`src/rtl/net_top.sv`:
```
// Audio-over-UDP bridge: packs periodic FIFO samples into fixed-size UDP payloads and
// unpacks received payload bytes (MSB first) into 16-bit samples for a downstream FIFO.
module net_top #(
  parameter int unsigned SAMPLE_DIV      = 1088,
  parameter int unsigned SAMPLES_PER_PKT = 60
) (
  input  logic                         clk,
  input  logic                         rst_n,
  input  logic [15:0]                  wav_out_data,
  output logic                         wav_rden,
  output logic [15:0]                  wav_in_data,
  output logic                         wav_wren,
  output logic                         udp_send_data_valid,
  input  logic                         udp_send_data_ready,
  output logic [16*SAMPLES_PER_PKT:0]  udp_send_data,
  output logic [15:0]                  udp_send_data_length,
  input  logic                         udp_rec_data_valid,
  input  logic [7:0]                   udp_rec_rdata,
  input  logic [15:0]                  udp_rec_data_length
);

  localparam int unsigned PayW  = 16 * SAMPLES_PER_PKT;
  localparam int unsigned TickW = (SAMPLE_DIV > 1) ? $clog2(SAMPLE_DIV) : 1;
  localparam int unsigned CntW  = (SAMPLES_PER_PKT > 1) ? $clog2(SAMPLES_PER_PKT) : 1;

  // Transmit path state
  logic [TickW-1:0] tick_q, tick_d;
  logic             rd_q;
  logic [CntW-1:0]  cnt_q, cnt_d;
  logic [PayW-1:0]  asm_q, asm_d;
  logic [PayW-1:0]  pend_q, pend_d;
  logic             valid_q, valid_d;
  logic [PayW-1:0]  asm_next;
  logic             pkt_done;

  // Receive path state
  logic [15:0] idx_q, idx_d;
  logic [7:0]  msb_q, msb_d;
  logic [15:0] wdata_q, wdata_d;
  logic        wren_q, wren_d;

  assign wav_rden             = (tick_q == TickW'(SAMPLE_DIV - 1));
  // Shifting left places the first sample of a packet in the top 16 bits after the last shift.
  assign asm_next             = {asm_q[PayW-17:0], wav_out_data};
  assign pkt_done             = rd_q && (cnt_q == CntW'(SAMPLES_PER_PKT - 1));
  assign udp_send_data        = {1'b0, pend_q};
  assign udp_send_data_valid  = valid_q;
  assign udp_send_data_length = 16'(2 * SAMPLES_PER_PKT);
  assign wav_in_data          = wdata_q;
  assign wav_wren             = wren_q;

  always_comb begin
    tick_d  = wav_rden ? '0 : tick_q + TickW'(1);
    cnt_d   = cnt_q;
    asm_d   = asm_q;
    pend_d  = pend_q;
    valid_d = valid_q;
    if (valid_q && udp_send_data_ready) begin
      valid_d = 1'b0;
    end
    if (rd_q) begin
      asm_d = asm_next;
      cnt_d = pkt_done ? '0 : cnt_q + CntW'(1);
    end
    // A completing packet always wins: it replaces any unaccepted one and keeps valid up.
    if (pkt_done) begin
      pend_d  = asm_next;
      valid_d = 1'b1;
    end
  end

  always_comb begin
    idx_d   = idx_q;
    msb_d   = msb_q;
    wdata_d = wdata_q;
    wren_d  = 1'b0;
    if (udp_rec_data_valid) begin
      if (udp_rec_data_length == 16'd0) begin
        idx_d = '0;
      end else begin
        if (!idx_q[0]) begin
          msb_d = udp_rec_rdata;
        end else begin
          wdata_d = {msb_q, udp_rec_rdata};
          wren_d  = 1'b1;
        end
        idx_d = (idx_q == udp_rec_data_length - 16'd1) ? '0 : idx_q + 16'd1;
      end
    end
  end

  always_ff @(posedge clk or negedge rst_n) begin
    if (!rst_n) begin
      tick_q  <= '0;
      rd_q    <= 1'b0;
      cnt_q   <= '0;
      asm_q   <= '0;
      pend_q  <= '0;
      valid_q <= 1'b0;
      idx_q   <= '0;
      msb_q   <= '0;
      wdata_q <= '0;
      wren_q  <= 1'b0;
    end else begin
      tick_q  <= tick_d;
      rd_q    <= wav_rden;
      cnt_q   <= cnt_d;
      asm_q   <= asm_d;
      pend_q  <= pend_d;
      valid_q <= valid_d;
      idx_q   <= idx_d;
      msb_q   <= msb_d;
      wdata_q <= wdata_d;
      wren_q  <= wren_d;
    end
  end

endmodule

```
`config.mk`:
```
export PLATFORM = sky130hd
export DESIGN_NAME = net_top
export DESIGN_NICKNAME = d
export VERILOG_FILES = /design/src/rtl/net_top.sv
export SDC_FILE = /design/constraint.sdc
export NUM_CORES = 2
export LEC_CHECK = 0
export CAP_MARGIN = 40
export CORE_MARGIN = 10
export CORE_UTILIZATION = 25
export CTS_BUF_LIST = sky130_fd_sc_hd__clkbuf_8 sky130_fd_sc_hd__clkbuf_16
export DETAILED_ROUTE_END_ITERATION = 10
export GPL_ROUTABILITY_DRIVEN = 0
export SYNTH_ARGS = -nofsm -noshare
export SYNTH_HDL_FRONTEND = slang
export SYNTH_SLANG_ARGS = --single-unit
```
`constraint.sdc`:
```
create_clock -name clk -period 2.5 [get_ports clk]
set_input_delay 0.375 -clock clk [delete_from_list [all_inputs] [get_ports clk]]
set_output_delay 0.375 -clock clk [all_outputs]
set_load 0.03 [all_outputs]
```
---- Word level (Yosys, flattened, before mapping) ----
Index checks and enable logic that the tools add are counted.
storage, ports and cells
  register bits ........................... 1964
  bits of input ports ..................... 44
  logic and storage cells ................. 34
cells by class
  add/subtract/negate cells ............... 4
  equal/unequal tests ..................... 3
  multiplexer cells ....................... 9
  bitwise gates (word level) .............. 2
  reduce and logical (&&, ||, !) cells .... 6
operators with widths
  cell                   number
  $mux 16                2
  $add 16x1->16 const B  1
  $eq 16x16->1           1
  $logic_not 16->1       1
  $sub 16x1->16 const B  1
  $add 11x1->11 const B  1
  $eq 11x11->1 const B   1
  $mux 11                1
  $add 6x1->6 const B    1
  $eq 6x6->1 const B     1
  $mux 6                 1
  $reduce_and 3->1       2
  $mux 1                 5
  $logic_and 1x1->1      2
  $not 1->1              2
  $reduce_bool 2->1      1

---- Depth between registers and ports, before layout ----
  depth in word-level cells ............... 4
  depth in mapped cells ................... 10

---- Worst setup path before layout ----
No wires, ideal clock.
  path type ............................... input to register
  start point ............................. input port udp_rec_data_length[0]
  end point ............................... register idx_q[6]
  setup time .............................. 0.119 ns
  arrival ................................. 2.303 ns
  data required time ...................... 2.381 ns
  setup slack ............................. 0.079 ns
  stages .................................. 10
  cells stage by stage .................... inv_1 -> ha_1 -> or3b_2 -> a2111oi_0 -> nand4b_1 -> nor4_2 -> a41oi_2 -> nor2b_2 -> buf_6 -> nor2_1
on the way
  cells in the longest elaborated chain, start to end .. 4
  elaborated cells on any way between the ends .. 5
  those cells by class .................... 1 x add/sub; 1 x eq/ne; 2 x mux; 1 x reduce/logical
RTL lines
  element               RTL line  RTL
  from (decl)           19        input logic [15:0] udp_rec_data_length
  $sub 16x1->16         87        idx_d = (idx_q == udp_rec_data_length - 16'd1) ? '0 : idx_q + 16'd1;
  $eq 16x16->1          87
  $mux 16               87
  $mux 16 (*)           78        if (udp_rec_data_length == 16'd0) begin
  to (signal assigned)  111       idx_q <= idx_d;
  to (decl)             37        logic [15:0] idx_q, idx_d;
Every way passes the cells marked *; elsewhere a longest branch is shown, timed or not.
A chain may end at the register's enable or synchronous reset.

---- Final worst setup path ----
  start point ............................. register tick_q[7]
  end point ............................... output port wav_rden
on the way
  cells in the longest elaborated chain, start to end .. 1
RTL lines
  element                 RTL line  RTL
  from (decl)             27        logic [TickW-1:0] tick_q, tick_d;
  from (signal assigned)  105       tick_q <= tick_d;
  $eq 11x11->1            42        assign wav_rden = (tick_q == TickW'(SAMPLE_DIV - 1));
  to (decl)               10        output logic wav_rden,
No other way between the ends.

==> results.md <==
- 3 — Crit path depth
- dfrtp_1 — cell type with the largest total area after synthesis
- simple AND/OR/NAND/NOR gates — Top Family by Delay on Critical Path
- 1040 — number of top-level pins
- 2 — Max FO, Critical Path
- 0 — count of maximum capacitance violations
- 43.6% — layout cells sized above 1
- or4b_4 > nor3_4 > buf_6 — series of cell instances along the critical path
- 67.1% — sequential fraction of the synthesis area
- 2122 — count of routing violations after the opening detailed-route iteration
- dfrtp_1 67%, mux2_2 30%, clkbuf_1 1.1%, xnor2_1 0.25%, xor2_1 0.22% — leading cell types by total area after synthesis
- 0 — Synthesis Warnings
- 28100 — fillers
- 51.0% — remaining max-slew budget at the tightest pin
- dfrtp_1 — count leader, synth
- yes — setup repair after global routing missed its margin
- 73200 um2 — Mapped Area
- register — kind of start point of the critical path
- 32.4% — layout-stage area growth over the synthesis result
- 220000 um — detailed-route wire length
- 561 um — height of the chip
- reg -> out — start-to-end type of the worst setup path
- 3 — Hold Crit Depth
- 44600 — vias in the first global route
- 0 — antenna viol nets, final
- 60 ps — post-CTS clock slew at the launch and capture registers of the worst setup and hold paths
- 1022 — count of input and output buffers
- 291000 um2 — placeable core region
- 17.4% — global-route met1 utilization
- in -> reg — path type of the worst min-delay path
- 735 ps — Worst Tran Pin Value
- 1 — Crit path buffers/inverters
- 56.7 ps — worst clock skew on the final layout
- 0 — Slew Limit Fails
- 5 — DR pass1 iterations
- or4b_4 — standard cell with the maximum stage delay on the critical path
- 33.3% — share of the core filled with cells
- idx_q[2] — RR Startpoint
- tick_q[7] — launch point of the critical path
- 0 — total overflow reported by the global router
- 3.28% — GR Layer Usage met3
- 22.9 um — WL per Instance
- 4 — Clock Tree Buf Depth
- 102 — largest net degree at the start of global routing
- 9609 — filler-free cell count of the finished design
- 2120 ps — required time of the critical path
- 561 um — Die X
- 46.5 nW — standby leakage power
- 4 — maximum level of the CTS H-tree
- 56 — number of distinct library cell variants in the gate-level netlist after synthesis
- 0 — remaining design rule violation count
- 4.30 — detail-routed via count per cell
- 13.4% — global router's overall resource usage
- 9215 — Placed Cells
- 4338 — number of instances in the synthesized netlist
- 1964 x dfrtp_1, 1930 x mux2_2, 213 x clkbuf_1 — leading cell types by count after synthesis
- 2110 ps — data arrival time of the critical path
- 1964 — total of flip-flops plus latches after synthesis
- completed — outcome
- 67.1% — share of the synthesized area in the top cell type
- 683 nW/um2 — total power per unit cell area
- 163000 um — sum of net half-perimeters after detailed placement
- 402 MHz — Max Freq
- 1964 — TritonCTS Sinks
- 0 — Final Hold Vio Count
- built — CTS tree
- 860 ps — insertion delay of the later-clocked pin in the worst-skew pair
- udp_send_data_ready — launch instance of the worst min-delay path
- 21.8% — met2 routing resource usage after global routing
- 25.1% — Initial Utilization
- 323000 um — wire length of the first global-routing pass
- 2490 ps — minimum clock period
- 8 — antenna violations before repair
- 0.000580 V — worst-case vdd ir drop
- 0 — number of setup violations in the final report
- dfrtp_1 — flip-flop cell with the highest count after synthesis
- 210 — clock buffers created by TritonCTS
- 16.9 um2 — post-synthesis average cell area
- 41300 — vias after detailed routing
- clkbuf_16 — Clock Tree Root
- 9 — number of cells traversed by the worst register-to-register path
- 315000 um2 — full die area
- 99.5% — share of the clock period used by the worst path
- 198 — row count
- met2 — Most Used Layer, Global Route
- 550 ps — crit-path max cell delay
- 100% — async set-or-reset flop fraction in the synthesized netlist
- 0 — number of enable flip-flop cells after synthesis
- 5587 — Final #Nets
- primary output — Critical Path Sink Type
[worst min-delay path, cell delays in order]
cell	delay, ps
clkdlybuf4s50_1	400
inv_1	60
a21o_1	100
[power breakdown]
part	switching [mW]	internal, mW
clock	13.1	19.0
sequential	0.194	32.0
combinational	1.30	0.659
[path summary, 6_finish.rpt]
| check | endpoint | slack, ps |
|---|---|---|
| max in group asynchronous | asm_q[552] | 1170 |
| min in group asynchronous | pend_q[350] | 180 |
| worst min register to register | udp_send_data_valid | 480 |
| worst max register to register | idx_q[13] | 100 |
| worst max-delay path | wav_rden | 10 |
| worst min-delay path | udp_send_data_valid | 150 |
[repair_timing]
item	4_1_cts	5_1_grt
pin swaps	4	7
hold endpoints to repair	397	0
hold buffers	1	0
cloned	0	1
setup endpoints to repair	51	20
gates resized for setup	43	20
buffers inserted	3	7
[logic make-up (layout without fill, tap and decap cells)]
logic type / count (synthesis) / in the layout / synth area share, %
compound gates: 32 / 32 / 0.332
xor+xnor: 40 / 40 / 0.499
fa+ha+maj: 4 / 4 / 0.0684
buf+inv: 246 / 1598 / 1.37
flops: 1964 / 1964 / 67.1
mux: 1931 / 1931 / 29.7
other cells: 2 / 21 / 0.0103
simple gates: 119 / 119 / 0.892
[cell type report]
| type | instances | area, um2 | share of cell area [%] |
|---|---|---|---|
| Tap cell | 3900 | 4880 | 5.03 |
| Multi-Input combinational cell | 2143 | 23200 | 23.9 |
| Clock buffer | 262 | 5990 | 6.18 |
| Antenna cell | 4 | 10.0 | 0.0103 |
| Inverter | 7 | 26.3 | 0.0271 |
| Timing Repair Buffer | 1213 | 12400 | 12.8 |
| Clock inverter | 116 | 1210 | 1.25 |
| Sequential cell | 1964 | 49200 | 50.7 |
[placed cells by master, fill, tap and decap left out, types with 4 or more instances in the layout]
cell type / n
nand3_1: 12
clkinvlp_4: 10
clkbuf_8: 50
nor3_1: 7
buf_4: 125
nor4_1: 5
clkbuf_16: 212
dlygate4sd2_1: 34
diode_2: 4
dfrtp_1: 1961
buf_12: 63
nand4_1: 15
o21ai_0: 5
conb_1: 17
bufinv_16: 20
inv_6: 6
nand2_1: 17
mux2_2: 1930
nand2b_1: 5
nor2_1: 27
clkinv_2: 26
inv_1: 51
xnor2_1: 21
clkdlybuf4s50_1: 983
xor2_1: 18
[metal layers]
layer / wire length (um) / vias up
met1: 95200 / 22100
met4: 8540 / 0
li1: - / 17800
met5: 0 / -
met3: 12900 / 341
met2: 103000 / 1054
[registers in the layout, indices dropped and copies added (netlist names)]
signal               flops
wav_in_data             16
wav_wren                 1
cnt_q                    6
tick_q                  11
idx_q                   16
msb_q                    8
asm_q                  944
udp_send_data_valid      1
rd_q                     1
pend_q                 960
[through the flow]
stage / setup WS [ps] / hold WS (ps) / cell area, um2 / setup TNS [ps] / total power, mW
finish: 13.5 / 146 / 96900 / 0 / 66.2
global placement: -838 / 365 / 89600 / -21750 / 34.7
detailed placement: -806 / 377 / 89600 / -21920 / 34.7
CTS: -148 / 59.1 / 96800 / -148 / 67.1
floorplan: 78.6 / 79.4 / 73300 / 0 / 33.3
global route: -127 / 118 / 96900 / -131 / 68.5
Note: power is estimated with default switching activity, not from simulation.
